==> src/rtl/regfile_write_arbiter.sv <==
// Round-robin arbiter sharing the register-file write port among NUM_REQ writeback
// sources; writes to the all-ones address are steered to a separate PC-load output.
module regfile_write_arbiter #(
    parameter int NUM_REQ   = 2,
    parameter int ADDR_BITS = 4,
    parameter int DATA_BITS = 32
) (
    input  logic                           clock,
    input  logic                           reset,
    input  logic                           hold,
    input  logic [NUM_REQ-1:0]             req_valid,
    input  logic [NUM_REQ*ADDR_BITS-1:0]   req_address,
    input  logic [NUM_REQ*DATA_BITS-1:0]   req_data,
    output logic [NUM_REQ-1:0]             req_ready,
    output logic                           rf_write_enable,
    output logic [ADDR_BITS-1:0]           rf_address,
    output logic [DATA_BITS-1:0]           rf_write_data,
    output logic                           pc_write_enable,
    output logic [DATA_BITS-1:0]           pc_write_data,
    output logic [NUM_REQ-1:0]             last_grant
);

    localparam int                   PTR_W    = (NUM_REQ > 1) ? $clog2(NUM_REQ) : 1;
    localparam logic [ADDR_BITS-1:0] PC_ADDR  = '1;
    localparam logic [PTR_W-1:0]     LAST_IDX = PTR_W'(NUM_REQ - 1);

    // Handshake: requester i transfers at a rising edge where req_valid[i] and
    // req_ready[i] are both 1; ready is a pure function of valid, hold and ptr_q.
    logic [PTR_W-1:0]     ptr_q;
    logic [PTR_W-1:0]     ptr_d;
    logic [PTR_W-1:0]     grant_idx;
    logic                 grant_found;
    logic [NUM_REQ-1:0]   grant_onehot;
    logic                 accept;
    logic [ADDR_BITS-1:0] sel_address;
    logic [DATA_BITS-1:0] sel_data;

    // Search starts at the pointer and wraps; the first valid requester wins.
    always_comb begin
        grant_idx   = '0;
        grant_found = 1'b0;
        for (int off = 0; off < NUM_REQ; off++) begin
            int               cand;
            logic [PTR_W-1:0] cand_idx;
            cand = int'(ptr_q) + off;
            if (cand >= NUM_REQ) begin
                cand = cand - NUM_REQ;
            end
            cand_idx = PTR_W'(cand);
            if (!grant_found && req_valid[cand_idx]) begin
                grant_found = 1'b1;
                grant_idx   = cand_idx;
            end
        end
    end

    always_comb begin
        grant_onehot = '0;
        if (grant_found && !hold) begin
            grant_onehot[grant_idx] = 1'b1;
        end
    end

    assign req_ready   = grant_onehot;
    assign accept      = grant_found & ~hold;
    assign sel_address = req_address[int'(grant_idx)*ADDR_BITS +: ADDR_BITS];
    assign sel_data    = req_data[int'(grant_idx)*DATA_BITS +: DATA_BITS];
    assign ptr_d       = (grant_idx == LAST_IDX) ? '0 : grant_idx + 1'b1;

    // Strobes are single-cycle; address/data registers only move on a matching accept.
    always_ff @(posedge clock or posedge reset) begin
        if (reset) begin
            ptr_q           <= '0;
            last_grant      <= '0;
            rf_write_enable <= 1'b0;
            rf_address      <= '0;
            rf_write_data   <= '0;
            pc_write_enable <= 1'b0;
            pc_write_data   <= '0;
        end else begin
            rf_write_enable <= 1'b0;
            pc_write_enable <= 1'b0;
            if (accept) begin
                ptr_q      <= ptr_d;
                last_grant <= grant_onehot;
                if (sel_address == PC_ADDR) begin
                    pc_write_enable <= 1'b1;
                    pc_write_data   <= sel_data;
                end else begin
                    rf_write_enable <= 1'b1;
                    rf_address      <= sel_address;
                    rf_write_data   <= sel_data;
                end
            end
        end
    end

endmodule

==> config.mk <==
export PLATFORM = sky130hd
export DESIGN_NAME = regfile_write_arbiter
export DESIGN_NICKNAME = d
export VERILOG_FILES = /design/src/rtl/regfile_write_arbiter.sv
export SDC_FILE = /design/constraint.sdc
export NUM_CORES = 1
export LEC_CHECK = 0
export BUFFER_PORTS_ARGS = -buffer_cell sky130_fd_sc_hd__clkbuf_2
export CORE_MARGIN = 2
export CORE_UTILIZATION = 47
export DETAILED_ROUTE_END_ITERATION = 10
export GPL_TIMING_DRIVEN = 0
export PLACE_DENSITY = 0.89
export SYNTH_ARGS = -nofsm -noshare
export SYNTH_HDL_FRONTEND = slang
export SYNTH_SLANG_ARGS = --single-unit
==> constraint.sdc <==
create_clock -name clock -period 2.45 [get_ports clock]
set_clock_uncertainty 0.05 [all_clocks]
set_input_delay 0.1225 -clock clock [delete_from_list [all_inputs] [get_ports clock]]
set_output_delay 0.1225 -clock clock [all_outputs]
set_load 0.02 [all_outputs]
# ---- Word-level counts from Yosys, hierarchy flattened
# Index checks and enable logic that the tools add are counted.
dict set report totals {
  ff_bits 73
  input_bits 77
  out_inout_bits 74
  elab_cells 48
}
dict set report classes {
  addsub 4
  n_reduce_logical 7
  n_mux 18
  n_lt_le_gt_ge 6
  n_eq_ne 1
  bitwise 3
  n_shift 2
}
# cell count
set op_table {}
lappend op_table {{variable part select 64 x 7 -> 32 bit} 1}
lappend op_table {{2-to-1 mux 1 bit} 16}
lappend op_table {{variable part select 8 x 4 -> 4 bit} 1}
lappend op_table {{< comparator 1 x 2 -> 1 bit, second input constant} 3}
lappend op_table {{equality test 4 bit, second input constant} 1}
lappend op_table {{AND reduction 2 bit} 2}
lappend op_table {{logical AND 1 bit} 3}
lappend op_table {{adder 1 x 1 -> 2 bit, second input constant} 1}
lappend op_table {{greater-or-equal comparator 1 x 2 -> 1 bit, second input constant} 1}
lappend op_table {{greater-or-equal comparator 2 bit, second input constant} 1}
lappend op_table {{zero test 1 bit} 2}
lappend op_table {{2-to-1 mux 2 bit} 1}
lappend op_table {{NOT 1 bit} 2}
lappend op_table {{subtractor 1 bit, second input constant} 2}
lappend op_table {{adder 1 bit, second input constant} 1}
lappend op_table {{bitwise AND 1 bit} 1}
lappend op_table {{demux 1 bit (select 1 bit)} 1}
lappend op_table {{greater-or-equal comparator 1 bit, second input constant} 1}

# ---- Longest topological paths before layout
dict set report logic_depth {
  word_depth 13
  depth_mapped 6
}

# ---- Worst setup path after synthesis
# OpenSTA, ideal clock, no wires.
dict set report synth_timing {
  path_kind {flip-flop to flip-flop}
  from {register ptr_q}
  to {register pc_write_data[20]}
  arrival_ns 1.606
  setup_slack_ns 0.669
  setup_ns 0.125
  path_stages_with_launch 7
  required_ns 2.275
  path_cell_list {dfrtp_1 -> nand2b_1 -> a21oi_1 -> o21ba_2 -> buf_6 -> buf_6 -> mux2_2}
}
dict set report synth_via {
  elab_chain_cells 11
}
# item line_no
set synth_lines {}
lappend synth_lines {{from (decl)} 29} ;# logic [PTR_W-1:0] ptr_q;
lappend synth_lines {{from (signal assigned)} 84} ;# ptr_q <= ptr_d;
lappend synth_lines {{greater-or-equal comparator 1 x 2 -> 1 bit or subtractor 1 bit (tied branches)} {46, 47}}
lappend synth_lines {{2-to-1 mux 1 bit} 46} ;# if (cand >= NUM_REQ) begin
lappend synth_lines {{2-to-1 mux 1 bit (not written as such) (2 in a row)} 50} ;# if (!grant_found && req_valid[cand_idx]) begin
lappend synth_lines {{2-to-1 mux 1 bit} 50}
lappend synth_lines {{zero test 1 bit} 50}
lappend synth_lines {{logical AND 1 bit} 50}
lappend synth_lines {{2-to-1 mux 1 bit} 50}
lappend synth_lines {{variable part select 8 x 4 -> 4 bit} 66} ;# assign sel_address = req_address[int'(grant_idx)*ADDR_BITS +: ADDR_BITS];
lappend synth_lines {{equality test 4 bit} 86} ;# if (sel_address == PC_ADDR) begin
lappend synth_lines {{AND reduction 2 bit (no source line)} --}
lappend synth_lines {{to (signal assigned)} 88} ;# pc_write_data <= sel_data;
lappend synth_lines {{to (decl)} 19} ;# output logic [DATA_BITS-1:0] pc_write_data,
# Several ways; a longest one is shown, not always the timed one. The select of a mux whose other input is x is not followed.
# A chain may end at the register's enable or synchronous reset.

# ---- Final worst setup path
dict set report layout_timing {
  from {register ptr_q}
  to {register rf_write_data[29]}
}
dict set report layout_via {
  elab_chain_cells 12
}
# item line_no
set layout_lines {}
lappend layout_lines {{greater-or-equal comparator 1 x 2 -> 1 bit or subtractor 1 bit (tied branches)} {46, 47}}
lappend layout_lines {{2-to-1 mux 1 bit} 46}
lappend layout_lines {{2-to-1 mux 1 bit (not written as such) (2 in a row)} 50}
lappend layout_lines {{2-to-1 mux 1 bit} 50}
lappend layout_lines {{zero test 1 bit} 50}
lappend layout_lines {{logical AND 1 bit} 50}
lappend layout_lines {{2-to-1 mux 1 bit} 50}
lappend layout_lines {{variable part select 8 x 4 -> 4 bit} 66}
lappend layout_lines {{equality test 4 bit} 86}
lappend layout_lines {{NOT 1 bit (no source line)} --}
lappend layout_lines {{AND reduction 2 bit (no source line)} --}
lappend layout_lines {{to (signal assigned)} 92} ;# rf_write_data <= sel_data;
lappend layout_lines {{to (decl)} 17} ;# output logic [DATA_BITS-1:0] rf_write_data,
# Several ways; a longest one is shown, not always the timed one. The select of a mux whose other input is x is not followed.

==> results.tsv <==
stage	metric	value	unit
pwr	p_int	2765	µW
floorplan	die_w	87.18	µm
floorplan	die_area	7600	µm²
setup_path	critPathLaunchType	flop	
placed_design	placed_area	4105	µm²
pwr	p_per_area	920.8	nW/µm²
routing	drt-initial-drc-count	56	
floorplan	initial_core_util	0.4813	
outcome	status	complete, no violations	
clock_tree	htree_levels	3	
hold_path	hold_path.class	input pin to flop	
pwr	p_comb_frac	0.305	
synth	synth_compound_area_frac	0.03925	
final_layout	drive_gt1_frac	0.7601	
sta	finalSetupViolations	0	
sta	rsz0062_at_grt	no	
setup_path	critPathTopFamily	simple AND/OR/NAND/NOR gates	
floorplan	pin_count	151	
synth	synthMuxAreaShare	0.3405	
synth	yosysWarnings	0	
pwr	p_sw_frac	0.3121	
routing	avgViaCountPerCell	5.082	
synth	yosysSeqAreaShare	0.5618	
routing	antenna_left	0	
placed_design	place_inst	435	
global_route	grt_pass1_wl	10490	µm
setup_path	path_cells	nand2b_1, and3_4, nor3_4, buf_6, mux2_2	
global_route	grt-ovfl-total	0	
routing	wirelength	6897	µm
clock_tree	cts.sinks	73	
clock_tree	cts_buffer_depth	2	
flow_run	maxCapViolations	0	
setup_path	critPathMaxFanout	10	
placed_design	routabilityCongestion	0.8180	
global_route	antenna_found_initial	0	
final_layout	stdcell_area	4365	µm²
pwr	p_switching	1255	µW
final_layout	final_cells	451	
final_layout	syn2layout_area_growth	34.24	%
sta	slew_headroom	0.4124	
final_layout	final_nets	444	
synth	synth_top_family_by_area	multiplexers	
global_route	grt_start_max_net_pins	74	
sta	slew_viol_final	0	
sta	fin_crit	2.001	ns
synth	synth_simple_gate_area_share	0.02039	
clock_tree	cts_root_buf	clkbuf_8	
setup_path	crit_buf_inv	1	
final_layout	insertedDiodeCount	0	
floorplan	die_h	87.18	µm
floorplan	num_rows	30	
sta	hold_viol	0	
setup_path	required	2.62	ns
sta	tns	0	ns
synth	netlist_instances	205	
pwr	power_frac_clock	0.288	
global_route	grt_pass1_vias	2225	
floorplan	core-area	6756	µm²
setup_path	critPathLaunch	ptr_q	
clock_tree	clk_latency	0.33	ns
synth	synth.cell_area	3252	µm²
sta	period_share	0.8169	
routing	post_drt_wl_per_cell	15.29	µm
final_layout	fin_util	0.6461	
clock_tree	cts_tree	yes	
setup_path	crit_slowest_cell	nor3_4	
sta	hold-worst-slack	0.05187	ns
clock_tree	cts.reportedPaths.clkPinSlew	0.08	ns
routing	drc	0	
pwr	peakVddDrop	528.9	µV
synth	synth.avg_cell_area	15.86	µm²
routing	vias	2292	
sta	max_slew.worst_pin.slew	0.8814	ns
synth	synth_xor_area_frac	0	
setup_path	r2r-start	ptr_q	
setup_path	worstSetupPathType	flop to flop	
hold_path	hold_start	hold	
synth	ys_ff_latch	73	
placed_design	port_buffers	150	
setup_path	worstPathArrival	2.17	ns
sta	fmax	499.7	MHz
global_route	grt.total_usage	0.1804	
routing	drt_pass1_iterations	4	
synth	synth_fp_nets	282	
pwr	seq_power_share	0.408	
pwr	p_leak	0.002181	µW
synth	yosys.area_share.adder	0	
setup_path	max_stage_delay	0.46	ns
setup_path	end_kind	flop	
clock_tree	cts_made_buffers	9	
final_layout	fillers	517	
synth	ys_types	21	
placed_design	post-dp-hpwl	5157	µm
==> layout by cell type (no fill, tap or decap), drive strengths merged <==
cell,synthesis,layout
o21bai,1,1
a21o,2,2
mux2,96,96
nand2b,1,1
bufinv,0,3
nand4,1,1
inv,2,3
a21oi,3,3
nor2,1,1
dfrtp,73,73
o21ba,1,1
and4,1,1
nand2,3,3
clkbuf,0,161
dlygate4sd3,0,1
buf,10,10
o22a,8,8
and3,1,1
nor3,1,1
==> synth_stat cells <==
| cell type | number | area (µm²) |
|---|---|---|
| mux2_2 | 89 | 1002 |
| dfrtp_1 | 73 | 1827 |
| buf_6 | 9 | 101.4 |
| mux2_4 | 7 | 105.1 |
| o22a_1 | 4 | 35.03 |
| o22a_2 | 4 | 40.04 |
| a21oi_1 | 3 | 15.01 |
| inv_1 | 2 | 7.510 |
| nand2_1 | 2 | 7.510 |
| a21o_1 | 1 | 7.510 |
| a21o_2 | 1 | 8.760 |
| and3_4 | 1 | 11.26 |
| and4_1 | 1 | 8.760 |
| buf_8 | 1 | 15.01 |
| nand2_2 | 1 | 6.260 |
| nand2b_1 | 1 | 6.260 |
| nand4_1 | 1 | 6.260 |
| nor2_1 | 1 | 3.750 |
| nor3_4 | 1 | 16.27 |
| o21ba_2 | 1 | 10.01 |
| o21bai_2 | 1 | 11.26 |
==> per-layer routing <==
| metal | GRT usage | share of wire |
|---|---|---|
| met2 | 0.3026 | 0.50 |
| met5 | 0 | 0 |
| met3 | 0.04076 | 0.053 |
| met1 | 0.2228 | 0.42 |
| met4 | 0.08112 | 0.020 |
==> registers in the layout, summed over array words and instances (netlist names) <==
| name | cells |
|---|---|
| rf_write_enable | 1 |
| pc_write_data | 32 |
| last_grant | 2 |
| rf_address | 4 |
| pc_write_enable | 1 |
| ptr_q | 1 |
| rf_write_data | 32 |
==> layout make-up <==
cell class / instances / area (µm²) / share of cell area
sequential: 73 / 1827 / 0.4185
clock buffer: 11 / 151.4 / 0.03468
buffer: 10 / 116.4 / 0.02666
timing repair buffer: 151 / 760.7 / 0.1743
tap: 80 / 100.1 / 0.02293
clock inverter: 4 / 98.84 / 0.02264
inverter: 2 / 10.01 / 0.002293
multi-input combinational: 120 / 1301 / 0.2981
==> power groups by stage <==
stage / registers, µW / logic, µW / clock network (µW)
floorplan: 2010 / 430 / 0
global placement: 1650 / 1210 / 0
detailed placement: 1660 / 1240 / 0
CTS: 1640 / 1240 / 1180
global route: 1680 / 1300 / 1240
finish: 1640 / 1220 / 1160
==> through the flow <==
step	power, µW	setup slack, ns
final	4020	0.4486
after global routing	4218	0.3260
after CTS	4067	0.4075
after detailed placement	2901	0.4143
after global placement	2858	-0.3614
after floorplan	2437	0.4242
==> timing repair <==
| action | in CTS | in global routing |
|---|---|---|
| endpoints found under the hold margin | 73 | 0 |
| resized for setup | 0 | 0 |
| hold buffers | 1 | 0 |
| setup buffers | 0 | 0 |
==> worst register-to-register path: stages, from the launching register on <==
cell      delay [ns]
dfrtp_1         0.39
nand2b_1        0.20
and3_4          0.21
nor3_4          0.46
buf_6           0.24
mux2_2          0.35
==> path summary, 6_finish.rpt <==
check                                     to  slack [ns]  cells after the start
setup / recovery           rf_write_data[29]        0.45                      5
hold / removal                 rf_address[1]        0.05                      2
setup reg to reg           rf_write_data[29]        0.45                      5
hold reg to reg                last_grant[1]        0.45                      1
max in group asynchronous              ptr_q        1.31                      3
min in group asynchronous   rf_write_data[6]        0.47                      3
==> kinds of logic (layout without fill, tap and decap cells) <==
kind of cell           count (synthesis)  after routing
muxes                                 96             96
DFF                                   73             73
AOI/OAI and AO/OA                     15             15
buffers and inverters                 12            178
and+or+nand+nor                        9              9
Note: power is estimated with default switching activity, not from simulation.
